File: config.mk
export PLATFORM = sky130hd
export DESIGN_NAME = eb1_iccm_loader
export DESIGN_NICKNAME = d
export VERILOG_FILES = /design/src/rtl/eb1_iccm_loader.sv
export SDC_FILE = /design/constraint.sdc
export NUM_CORES = 1
export LEC_CHECK = 0
export ABC_AREA = 1
export CORE_MARGIN = 2
export CORE_UTILIZATION = 40
export CTS_BUF_LIST = sky130_fd_sc_hd__clkbuf_2
export CTS_CLUSTER_DIAMETER = 80
export CTS_CLUSTER_SIZE = 8
export DETAILED_ROUTE_END_ITERATION = 16
export DONT_BUFFER_PORTS = 1
export PLACE_DENSITY_LB_ADDON = 0.12
export SYNTH_ARGS = -nofsm -noshare
export SYNTH_HDL_FRONTEND = slang
export SYNTH_SLANG_ARGS = --single-unit
File: constraint.sdc
create_clock -name clk_i -period 2.8 [get_ports clk_i]
set_clock_uncertainty 0.1 [all_clocks]
set_input_delay 0.42 -clock clk_i [delete_from_list [all_inputs] [get_ports clk_i]]
set_output_delay 0.42 -clock clk_i [all_outputs]
set_load 0.02 [all_outputs]
File: src/rtl/eb1_iccm_loader.sv
// rtl/eb1_iccm_loader.sv - assembles UART bytes into words and writes them to the ICCM
// Optional end-of-image checksum word: define ICCM_LOADER_CHECKSUM_EN.
module eb1_iccm_loader #(
   parameter int unsigned       ADDR_W         = 14,
   parameter int unsigned       BYTES_PER_WORD = 4,
   parameter int unsigned       ADDR_STEP      = 1,
   parameter logic [ADDR_W-1:0] BASE_ADDR      = '0,
   parameter logic [63:0]       END_WORD       = 64'h0000_0FFF,
   parameter int unsigned       TIMEOUT_CYC    = 65535,
   localparam int unsigned      DATA_W         = 8 * BYTES_PER_WORD
) (
   input  logic              clk_i,
   input  logic              rst_i,
   input  logic              rx_dv_i,
   input  logic [7:0]        rx_byte_i,
   output logic              we_o,
   input  logic              wr_ready_i,
   output logic [ADDR_W-1:0] addr_o,
   output logic [DATA_W-1:0] wdata_o,
   output logic              load_done_o,
   output logic              busy_o,
   output logic [2:0]        err_o,
   output logic [ADDR_W-1:0] word_cnt_o
);
   localparam int unsigned       BC_W      = (BYTES_PER_WORD > 1) ? $clog2(BYTES_PER_WORD) : 1;
   localparam int unsigned       GAP_W     = (TIMEOUT_CYC > 1) ? $clog2(TIMEOUT_CYC + 1) : 1;
   localparam logic [DATA_W-1:0] END_W     = DATA_W'(END_WORD);
   localparam logic [BC_W-1:0]   LAST_BYTE = BC_W'(BYTES_PER_WORD - 1);
   localparam logic [GAP_W-1:0]  GAP_LAST  = GAP_W'(TIMEOUT_CYC - 1);
   localparam logic [ADDR_W-1:0] STEP      = ADDR_W'(ADDR_STEP);

`ifdef ICCM_LOADER_CHECKSUM_EN
   typedef enum logic [1:0] {COLLECT = 2'd0, WRITE = 2'd1, CHECK = 2'd2, DONE = 2'd3} state_e;
`else
   typedef enum logic [1:0] {COLLECT = 2'd0, WRITE = 2'd1, DONE = 2'd3} state_e;
`endif

   state_e            state_q, state_d;
   logic [BC_W-1:0]   byte_cnt_q;
   logic [GAP_W-1:0]  gap_q;
   logic [1:0]        err_q;
   logic              collecting, rx_take, word_done, timeout_hit, handshake;
   logic [DATA_W-1:0] asm_word;

   always_comb begin
      collecting = (state_q == COLLECT);
`ifdef ICCM_LOADER_CHECKSUM_EN
      collecting = collecting || (state_q == CHECK);
`endif
      rx_take     = rx_dv_i && collecting;
      asm_word    = (wdata_o << 8) | DATA_W'(rx_byte_i);
      word_done   = rx_take && (byte_cnt_q == LAST_BYTE);
      // an arriving byte always beats an expiring gap counter
      timeout_hit = (TIMEOUT_CYC != 0) && collecting && !rx_dv_i &&
                    (byte_cnt_q != '0) && (gap_q == GAP_LAST);
      handshake   = (state_q == WRITE) && wr_ready_i;
   end

   always_ff @(posedge clk_i or posedge rst_i) begin
      if (rst_i) state_q <= COLLECT;
      else       state_q <= state_d;
   end

   always_comb begin
      state_d = state_q;
      case (state_q)
         COLLECT: begin
            if (word_done) begin
               if (asm_word == END_W) begin
`ifdef ICCM_LOADER_CHECKSUM_EN
                  state_d = CHECK;
`else
                  state_d = DONE;
`endif
               end else begin
                  state_d = WRITE;
               end
            end
         end
         WRITE: if (handshake) state_d = COLLECT;
`ifdef ICCM_LOADER_CHECKSUM_EN
         CHECK: if (word_done) state_d = DONE;
`endif
         DONE:    state_d = DONE;
         default: state_d = COLLECT;
      endcase
   end

   always_ff @(posedge clk_i or posedge rst_i) begin
      if (rst_i) begin
         byte_cnt_q <= '0;
         gap_q      <= '0;
         wdata_o    <= '0;
         addr_o     <= BASE_ADDR;
         word_cnt_o <= '0;
         err_q      <= '0;
      end else begin
         if (rx_take) begin
            gap_q      <= '0;
            wdata_o    <= asm_word;
            byte_cnt_q <= word_done ? '0 : byte_cnt_q + BC_W'(1);
         end else if (timeout_hit) begin
            gap_q      <= '0;
            wdata_o    <= '0;
            byte_cnt_q <= '0;
            err_q[1]   <= 1'b1;
         end else if (collecting && (byte_cnt_q != '0) && (TIMEOUT_CYC != 0)) begin
            gap_q <= gap_q + GAP_W'(1);
         end
         // bytes cannot be buffered while a write is outstanding
         if ((state_q == WRITE) && rx_dv_i) err_q[0] <= 1'b1;
         if (handshake) begin
            addr_o     <= addr_o + STEP;
            word_cnt_o <= word_cnt_o + ADDR_W'(1);
         end
      end
   end

`ifdef ICCM_LOADER_CHECKSUM_EN
   logic [DATA_W-1:0] sum_q;
   logic              sum_err_q;

   always_ff @(posedge clk_i or posedge rst_i) begin
      if (rst_i) begin
         sum_q     <= '0;
         sum_err_q <= 1'b0;
      end else begin
         if (handshake) sum_q <= sum_q + wdata_o;
         if ((state_q == CHECK) && word_done && (asm_word != sum_q)) sum_err_q <= 1'b1;
      end
   end

   assign err_o = {sum_err_q, err_q};
`else
   assign err_o = {1'b0, err_q};
`endif

   assign we_o        = (state_q == WRITE);
   assign load_done_o = (state_q == DONE);
   assign busy_o      = (byte_cnt_q != '0) || (state_q == WRITE);

endmodule

Yosys cells after proc, flatten, opt, wreduce, memory -nomap -nowiden
Cells that the tools add are included.

Word-level logic and storage cells: 49. ROM bits: 0. Latch bits: 0. Memories kept: 0. Memory bits (writable): 0. Output and inout port bits: 66. Bits of input ports: 12. Register bits: 82.

Bitwise gates (word level): 2. Shifts and indexed selects: 0. Reductions and logical operators: 16. $lt $le $gt $ge: 0. Add/subtract/negate cells: 4. Mux-type cells: 12. Div/mod/pow operators: 0. Multipliers: 0. Eq/ne operators: 7.

Operator list (number): 32-bit two-way mux (2); 16-bit two-way mux (3); 32-bit by 12-bit == test with 1-bit output (second input constant) (1); 32-bit by 8-bit OR with 32-bit output (1); 14-bit by 1-bit adder with 14-bit output (second input constant) (2); 16-bit by 1-bit adder with 16-bit output (second input constant) (1); 16-bit == test (second input constant) (1); 2-bit two-way mux (6); 1-bit logical AND (8); 2-bit one-hot mux with 3 select lines (1); 2-bit == test (second input constant) (2); 2-bit by 1-bit != test with 1-bit output (second input constant) (2); 2-bit AND reduction (2); 2-bit nonzero test (2); 3-bit nonzero test (1); 2-bit by 1-bit adder with 2-bit output (second input constant) (1); 2-bit by 1-bit == test with 1-bit output (second input constant) (1); 2-bit zero test (1); 1-bit zero test (1); 1-bit logical OR (1); 1-bit NOT (1).

Logic depth before layout (Yosys ltp)
Gate-level depths: netlist of the first run.

Depth in word-level cells: 6. Gate-level depth with buffers: 12. Depth with buffers taken out: 11.

Least setup slack after synthesis of the first run
Ideal clock, no wire load.

Kind: flip-flop to flip-flop. Start: register state_q[1]. End: register word_cnt_o[11]. Data arrival time: 1.632 ns. Buffers on the path: 1. Stages on the path, launching flop included: 9. Library setup time: 0.080 ns. Setup slack: 0.989 ns. Cell sequence: dfrtp_1 > inv_1 > ha_1 > nand2_1 > buf_2 > nor2_1 > nand2_1 > nor3_1 > xor2_1.

Word-level cells in the longest chain between the ends: 2.

RTL lines: from (decl) (line 38) `state_e state_q, state_d;`; from (signal assigned) (line 61) `else state_q <= state_d;`; 2-bit by 1-bit == test with 1-bit output; named net we_o (line 16) `output logic we_o,`; 1-bit logical AND (line 56) `handshake = (state_q == WRITE) && wr_ready_i;`; to (signal assigned) (line 114) `word_cnt_o <= word_cnt_o + ADDR_W'(1);`; to (decl) (line 23) `output logic [ADDR_W-1:0] word_cnt_o`.

The timed path passes the listed nets, and every way through them passes these cells. A chain may end at the register's enable or synchronous reset.

Final worst setup path of the first run
Start: register state_q[1]. End: register word_cnt_o[12].

Same word-level chain as after synthesis.

==> out/qor.csv, run 1 <==
metric,value,unit
status,completed,
Final period util,81.46,%
CTS Sinks,82,
Hold Fails Final Rpt,0,
final slew viol count,0,
post-route ant nets,0,
CORE AREA,9284,sq um
FP Rows,35,
CTS HTree Levels,3,
DR pass1 iterations,4,
# setup viols final,0,
r2r setup slk,520,ps
setup ws final,519.0,ps
# resized after CTS,0,
"Min Clock Period, post-route",2281,ps
Critical Path AT,2610,ps
warning count from the yosys run,0,
Max Freq,438.4,MHz
Avg Vias per Cell,4.760,
multi-input logic area,1536,sq um
antenna violations before repair,0,
Slew HR,58.77,%
port bufs,0,
P&R area growth vs syn,9.792,%
Syn Area/Cell,8.218,sq um
HPWL after detailed placement,5.959,mm
Tightest Pin Transition,617.8,ps
Root Driver,clkbuf_2,
Final nets,508,
"worst slack, placed",534.9,ps
final WL,8.463,mm
TritonCTS buffer count,9,
RePlAce Congestion,0.8326,
pin count of the biggest net entering global routing,36,
Clock Path Buffers,2,
RSZ-0062 raised after global routing,false,
worst hold margin,181.7,ps
worst hold path depth,6,
hold buffers post-CTS,11,
Cell Pwr Density,877.4,nW/um^2
global-route wire length before repair,14.19,mm
layout cells sized above 1,6.098,%
CTS tree,built,
Mapped Area,3846,sq um
met3 usage,6.703,%
FF-to-FF End,word_cnt_o[12],
Setup crit end kind,flip-flop,
GRT Max-Usage Layer,met2,
GRT overflow,0,
WL/cell,13.63,um
worst reg2reg path depth,9,
crit path kind,flip-flop to flip-flop,
met2 usage,28.39,%
Fin Setup TNS,0,ps
Global Route Usage Sum,17.32,%
antenna cells,0,
clock latency on the worst-skew pair,540,ps
Hold WC Path Type,input port to flip-flop,
1st-iter DRT viols,71,
MaxCap Viol Count,0,
"Data required, critical path",3130,ps
worst r2r src,state_q[1],
Post-Syn Instances,468,
Die Ht,102.1,um
post-synth cell types,27,
Max VDD drop,242.6,uV
register area,2052,sq um
via count,2956,
hold_sp,rx_byte_i[6],
die area,10420,sq um
placed instance area,3999,sq um
vias in the first global route,3023,
post-synthesis register bit count,82,
Filler cells,965,
Initial Util,41.43,%
sequential area share after synthesis,53.35,%
CP Max Fanout,13,
Post-CTS Setup Bufs,0,
startpoint types,flip-flop,
"Design Area, Final",4223,sq um
leakage,2.134,nW
die width,102.1,um
syn_nets,489,
DRC Markers,0,
Hold Crit Endpoint,state_q[1],
clk slew on worst S/H paths,230,ps
Boundary Pins,78,
met1 usage,21.06,%
==> cells in the final DEF, fill, tap and decap left out, types with 2 or more instances in the layout <==
master and instances:
nand3_1 21, clkinv_1 2, ha_1 9, nand4_1 6, buf_4 6, clkinvlp_4 3, inv_1 52, nand2_1 143
dfrtp_1 82, xor2_1 15, nor2_1 68, clkbuf_2 9, a21oi_1 3, o21ai_0 23, nor2_2 3, xnor2_1 8
or2_2 3, nor3_1 13, dlygate4sd3_1 11
==> area by class of cell <==
cell class | instances | share of cell area (%)
clock buffer | 9 | 1.067
clock inverter | 7 | 1.630
inverter | 54 | 4.830
multi-input combinational | 323 | 36.39
sequential | 82 | 48.59
tap | 129 | 3.822
timing repair buffer | 17 | 3.674
==> cells by family after synthesis <==
kind of cell    after synthesis  share of synthesized area (%)
compound gates               30                          4.197
simple gates                260                          27.42
other cells                   1                        0.09750
buf+inv                      63                          6.766
xor+xnor                     23                          5.238
fa+ha+maj                     9                          2.928
flops                        82                          53.35
==> synthesized netlist by cell type <==
master	instances	area, sq um
a21boi_0	1	7.510
a21o_1	1	7.510
a21oi_1	3	15.01
buf_2	4	20.02
buf_4	1	7.510
buf_6	2	22.52
clkbuf_1	2	7.510
conb_1	1	3.750
dfrtp_1	82	2052
ha_1	9	112.6
inv_1	53	198.9
inv_2	1	3.750
nand2_1	143	536.8
nand2_2	1	6.260
nand3_1	21	105.1
nand4_1	6	37.54
nor2_1	69	259.0
nor2_2	2	12.51
nor2b_1	1	6.260
nor3_1	13	65.06
nor3b_1	1	7.510
o21ai_0	23	115.1
o21ai_2	1	8.760
o21bai_1	1	7.510
or2_2	3	18.77
xnor2_1	8	70.07
xor2_1	15	131.4
==> critical path, cell delays in order, from the launching register on <==
cell and delay [ps]:
dfrtp_1 450, inv_1 90, ha_1 310, nand2_1 330, nor2_1 260, nand3_1 190
nor2_1 240, nand3_1 100, nand2_1 80, inv_1 30
==> metal layers <==
metal,wire length (um),share of wire (%)
met5,0,0
met4,121,1.4
met3,663,7.8
met2,3934,46
met1,3744,44
==> flip-flops by register name, indices dropped and copies added (netlist names) <==
signal	cells
addr_o	14
byte_cnt_q	2
err_q	2
gap_q	16
state_q	2
wdata_o	32
word_cnt_o	14
==> worst max-delay path by stage <==
| stage | start | to | slack (ps) |
|---|---|---|---|
| finish | state_q[1] | word_cnt_o[12] | 520 |
| global route | state_q[1] | word_cnt_o[12] | 240 |
| CTS | state_q[1] | busy_o | 470 |
| detailed placement | state_q[1] | addr_o[10] | 530 |
| global placement | state_q[1] | word_cnt_o[12] | 620 |
| floorplan | rst_i | addr_o[0] | 170 |
==> where the power goes <==
| group | switching, mW | leakage, nW | internal (mW) |
|---|---|---|---|
| sequential | 0.705 | 1.06 | 1.49 |
| combinational | 0.564 | 1.02 | 0.309 |
| clock | 0.430 | 0.0596 | 0.202 |
==> per-stage QoR <==
step	instances	total power [mW]	util, %
final	621	3.705	45.49
after global routing	621	4.001	45.49
after CTS	621	3.752	45.49
after detailed placement	594	3.100	43.07
after global placement	594	3.078	43.07
after floorplan	468	2.814	-
Power figures use the tool's default switching activity.
==> inputs of run 2 (changes only) <==
==> constraint.sdc (replaced) <==
create_clock -name clk_i -period 2.1 [get_ports clk_i]
set_clock_uncertainty 0.1 [all_clocks]
set_input_delay 0.315 -clock clk_i [delete_from_list [all_inputs] [get_ports clk_i]]
set_output_delay 0.315 -clock clk_i [all_outputs]
set_load 0.02 [all_outputs]
==> run 2 against run 1 <==
Compared with the run above:
- cell area grew 6.9%
- cell count up 5.3%
- sequential cell count is the same
- power rose by 37%
- first-iteration DRC count is 13% lower
- core utilization grew 3.1 points
- die area unchanged
- sequential power rose by 30%
- largest cell class unchanged
- largest power group unchanged
- critical path depth decreased by 4
- non-clock buffer count up 32
- sequential share of layout area shrank 3.1 points
==> out/qor.csv, run 2 (synthesis gave the netlist of run 1 again) <==
metric,value,unit,change
status,completed,,
top flop regs,"wdata_o: 32 flops, gap_q: 16 flops",,
Final nets,541,,+6.5%
Post-CTS Setup Bufs,0,,unchanged
"Data required, critical path",1680,ps,-1450 ps
clock latency on the worst-skew pair,530,ps,about the same
FP Rows,35,,unchanged
"CP delay by family, top",flip-flops,,
Critical Path Max Stage Delay,440,ps,about the same
Final period util,93.79,%,
Critical Path AT,1550,ps,-1060 ps
hold_sp,rx_byte_i[2],,
"Min Clock Period, post-route",1970,ps,
Avg Vias per Cell,4.696,,-1.4%
GRT overflow,0,,unchanged
DR pass1 iterations,4,,unchanged
Initial Util,41.43,%,unchanged
Hold WC Path Type,input port to flip-flop,,
Final Power,5.077,mW,+37%
crit path kind,flip-flop to output pin,,
Boundary Pins,78,,unchanged
Slew HR,62.55,%,+3.8 points
NetSw,2.316,mW,+36%
Cell Pwr Density,1125,nW/um^2,+28%
Setup crit end kind,output pin,,
Filler cells,952,,-1.3%
CTS tree,built,,
Global Route Usage Sum,16.88,%,-0.44 points
setup ws final,130.5,ps,-388.5 ps
P&R area growth vs syn,17.37,%,
1st-iter DRT viols,62,,-13%
worst reg2reg path depth,11,,+2
combinational share of power,29.9,%,+6.3 points
slowest CP cell,dfrtp_1,,
Sequential Power Share,56.2,%,-3.2 points
MaxCap Viol Count,0,,unchanged
antenna cells,0,,unchanged
Clock Path Buffers,2,,unchanged
CTS HTree Levels,3,,unchanged
Tightest Pin Transition,561.2,ps,-56.60 ps
die area,10420,sq um,unchanged
clock share of power,13.9,%,-3.2 points
"leading cell type in the layout, fill and taps excluded",nand2_1,,
Die Ht,102.1,um,unchanged
final WL,8.387,mm,-0.90%
RePlAce Congestion,0.7920,,-4.9%
Reg with most FFs,wdata_o,,
pin count of the biggest net entering global routing,39,,+8.3%
RSZ-0062 raised after global routing,false,,
HPWL after detailed placement,6.106,mm,+2.5%
CP Max Fanout,3,,-10
Hold Fails Final Rpt,0,,unchanged
clk slew on worst S/H paths,240,ps,about the same
global-route wire length before repair,13.88,mm,-2.2%
layout cells sized above 1,14.29,%,+8.2 points
TritonCTS buffer count,9,,unchanged
worst hold margin,97.11,ps,-84.58 ps
multi-input logic area,1588,sq um,+3.3%
# setup viols final,0,,unchanged
port bufs,0,,unchanged
leakage,2.304,nW,+7.9%
via count,3071,,+3.9%
switch share,45.62,%,-0.25 points
FF-to-FF End,gap_q[14],,
worst r2r src,byte_cnt_q[0],,
register area,2052,sq um,unchanged
DRC Markers,0,,unchanged
max reg flops,32,,unchanged
Post-Route Utilization,48.63,%,+3.1 points
Buffers & Inverters on Critical Path,3,,+1
highest-count cells in the layout ignoring fill and taps,"nand2_1 (141), dfrtp_1 (82), nor2_1 (61)",,
startpoint types,flip-flop,,
worst hold path depth,6,,unchanged
post-route ant nets,0,,unchanged
die width,102.1,um,unchanged
Internal,2.761,mW,+38%
worst-path cell chain,buf_4 > ha_4 > buf_6 > inv_6 > nand2_4,,
Hold Crit Endpoint,state_q[1],,
final slew viol count,0,,unchanged
CORE AREA,9284,sq um,unchanged
r2r setup slk,220,ps,-300 ps
"worst slack, placed",-314.5,ps,-849.4 ps
Max VDD drop,341.5,uV,+41%
vias in the first global route,3005,,-0.60%
Max Freq,507.7,MHz,
Root Driver,clkbuf_2,,
antenna violations before repair,0,,unchanged
WL/cell,12.82,um,-5.9%
CTS Sinks,82,,unchanged
==> run 2: cell types whose count changed in the layout (fill, tap and decap cells not counted), moves of 2 or more <==
cell | before | now
nor2_2 | 3 | 10
nor2_1 | 68 | 61
nand2_1 | 143 | 141
inv_1 | 52 | 50
buf_4 | 6 | 36
==> run 2: layer usage <==
| metal | vias up | part of all wire (%) | wire length (um) | track usage, % |
|---|---|---|---|---|
| met5 | - | 0 | 0 | 0 |
| met4 | 0 | 2.0 | 167 | 6.154 |
| met3 | 13 | 6.9 | 579 | 5.198 |
| met2 | 78 | 45 | 3767 | 26.77 |
| met1 | 1432 | 46 | 3872 | 21.91 |
| li1 | 1548 | - | - | - |
==> run 2: final cells by class <==
type	instances	area share, %
flip-flops and latches	82	45.45
multi-input cells	324	35.17
repair buffers	49	9.119
inverters	54	4.684
well taps	129	3.575
clock buffers	9	0.9978
clock inverters	7	0.9978
==> run 2: what timing repair did <==
action	in CTS	in global routing
pin swaps	0	2
hold buffers	11	0
endpoints found under the setup margin	30	27
gates cloned	0	1
endpoints found under the hold margin	87	0
resized for setup	6	12
==> run 2: how the worst max path moves through the flow <==
stage / from / to / slack, ps / depth (start not counted)
after CTS: state_q[0] / busy_o / 6 / 5
after global placement: byte_cnt_q[0] / gap_q[15] / -250 / 11
after floorplan: state_q[1] / word_cnt_o[11] / 290 / 8
final: state_q[0] / busy_o / 130 / 5
after global routing: state_q[1] / busy_o / 0.07 / 6
after detailed placement: byte_cnt_q[0] / gap_q[14] / -310 / 11
==> run 2: worst min-delay path, cell delays in order <==
cell     delay, ps
nand4_1         70
nor2_1          60
nand3_1        120
nand2_1         60
nand2_1         50
nand2_1         50
==> run 2: stage by stage <==
stage | TNS [ps] | area (sq um) | cells
after CTS | 0 | 4473 | 653
after global routing | 0 | 4514 | 654
after global placement | -2570 | 4254 | 626
after floorplan | 0 | 3850 | 468
after detailed placement | -3790 | 4254 | 626
final | 0 | 4514 | 654
==> run 2: power by group through the flow <==
stage	clock network, mW	logic [mW]	registers, mW
4_1_cts	0.749	1.51	2.86
2_1_floorplan	0	0.935	2.82
5_1_grt	0.811	1.75	2.92
6_report	0.705	1.52	2.85
3_5_place_dp	0	1.44	2.90
3_3_place_gp	0	1.43	2.89
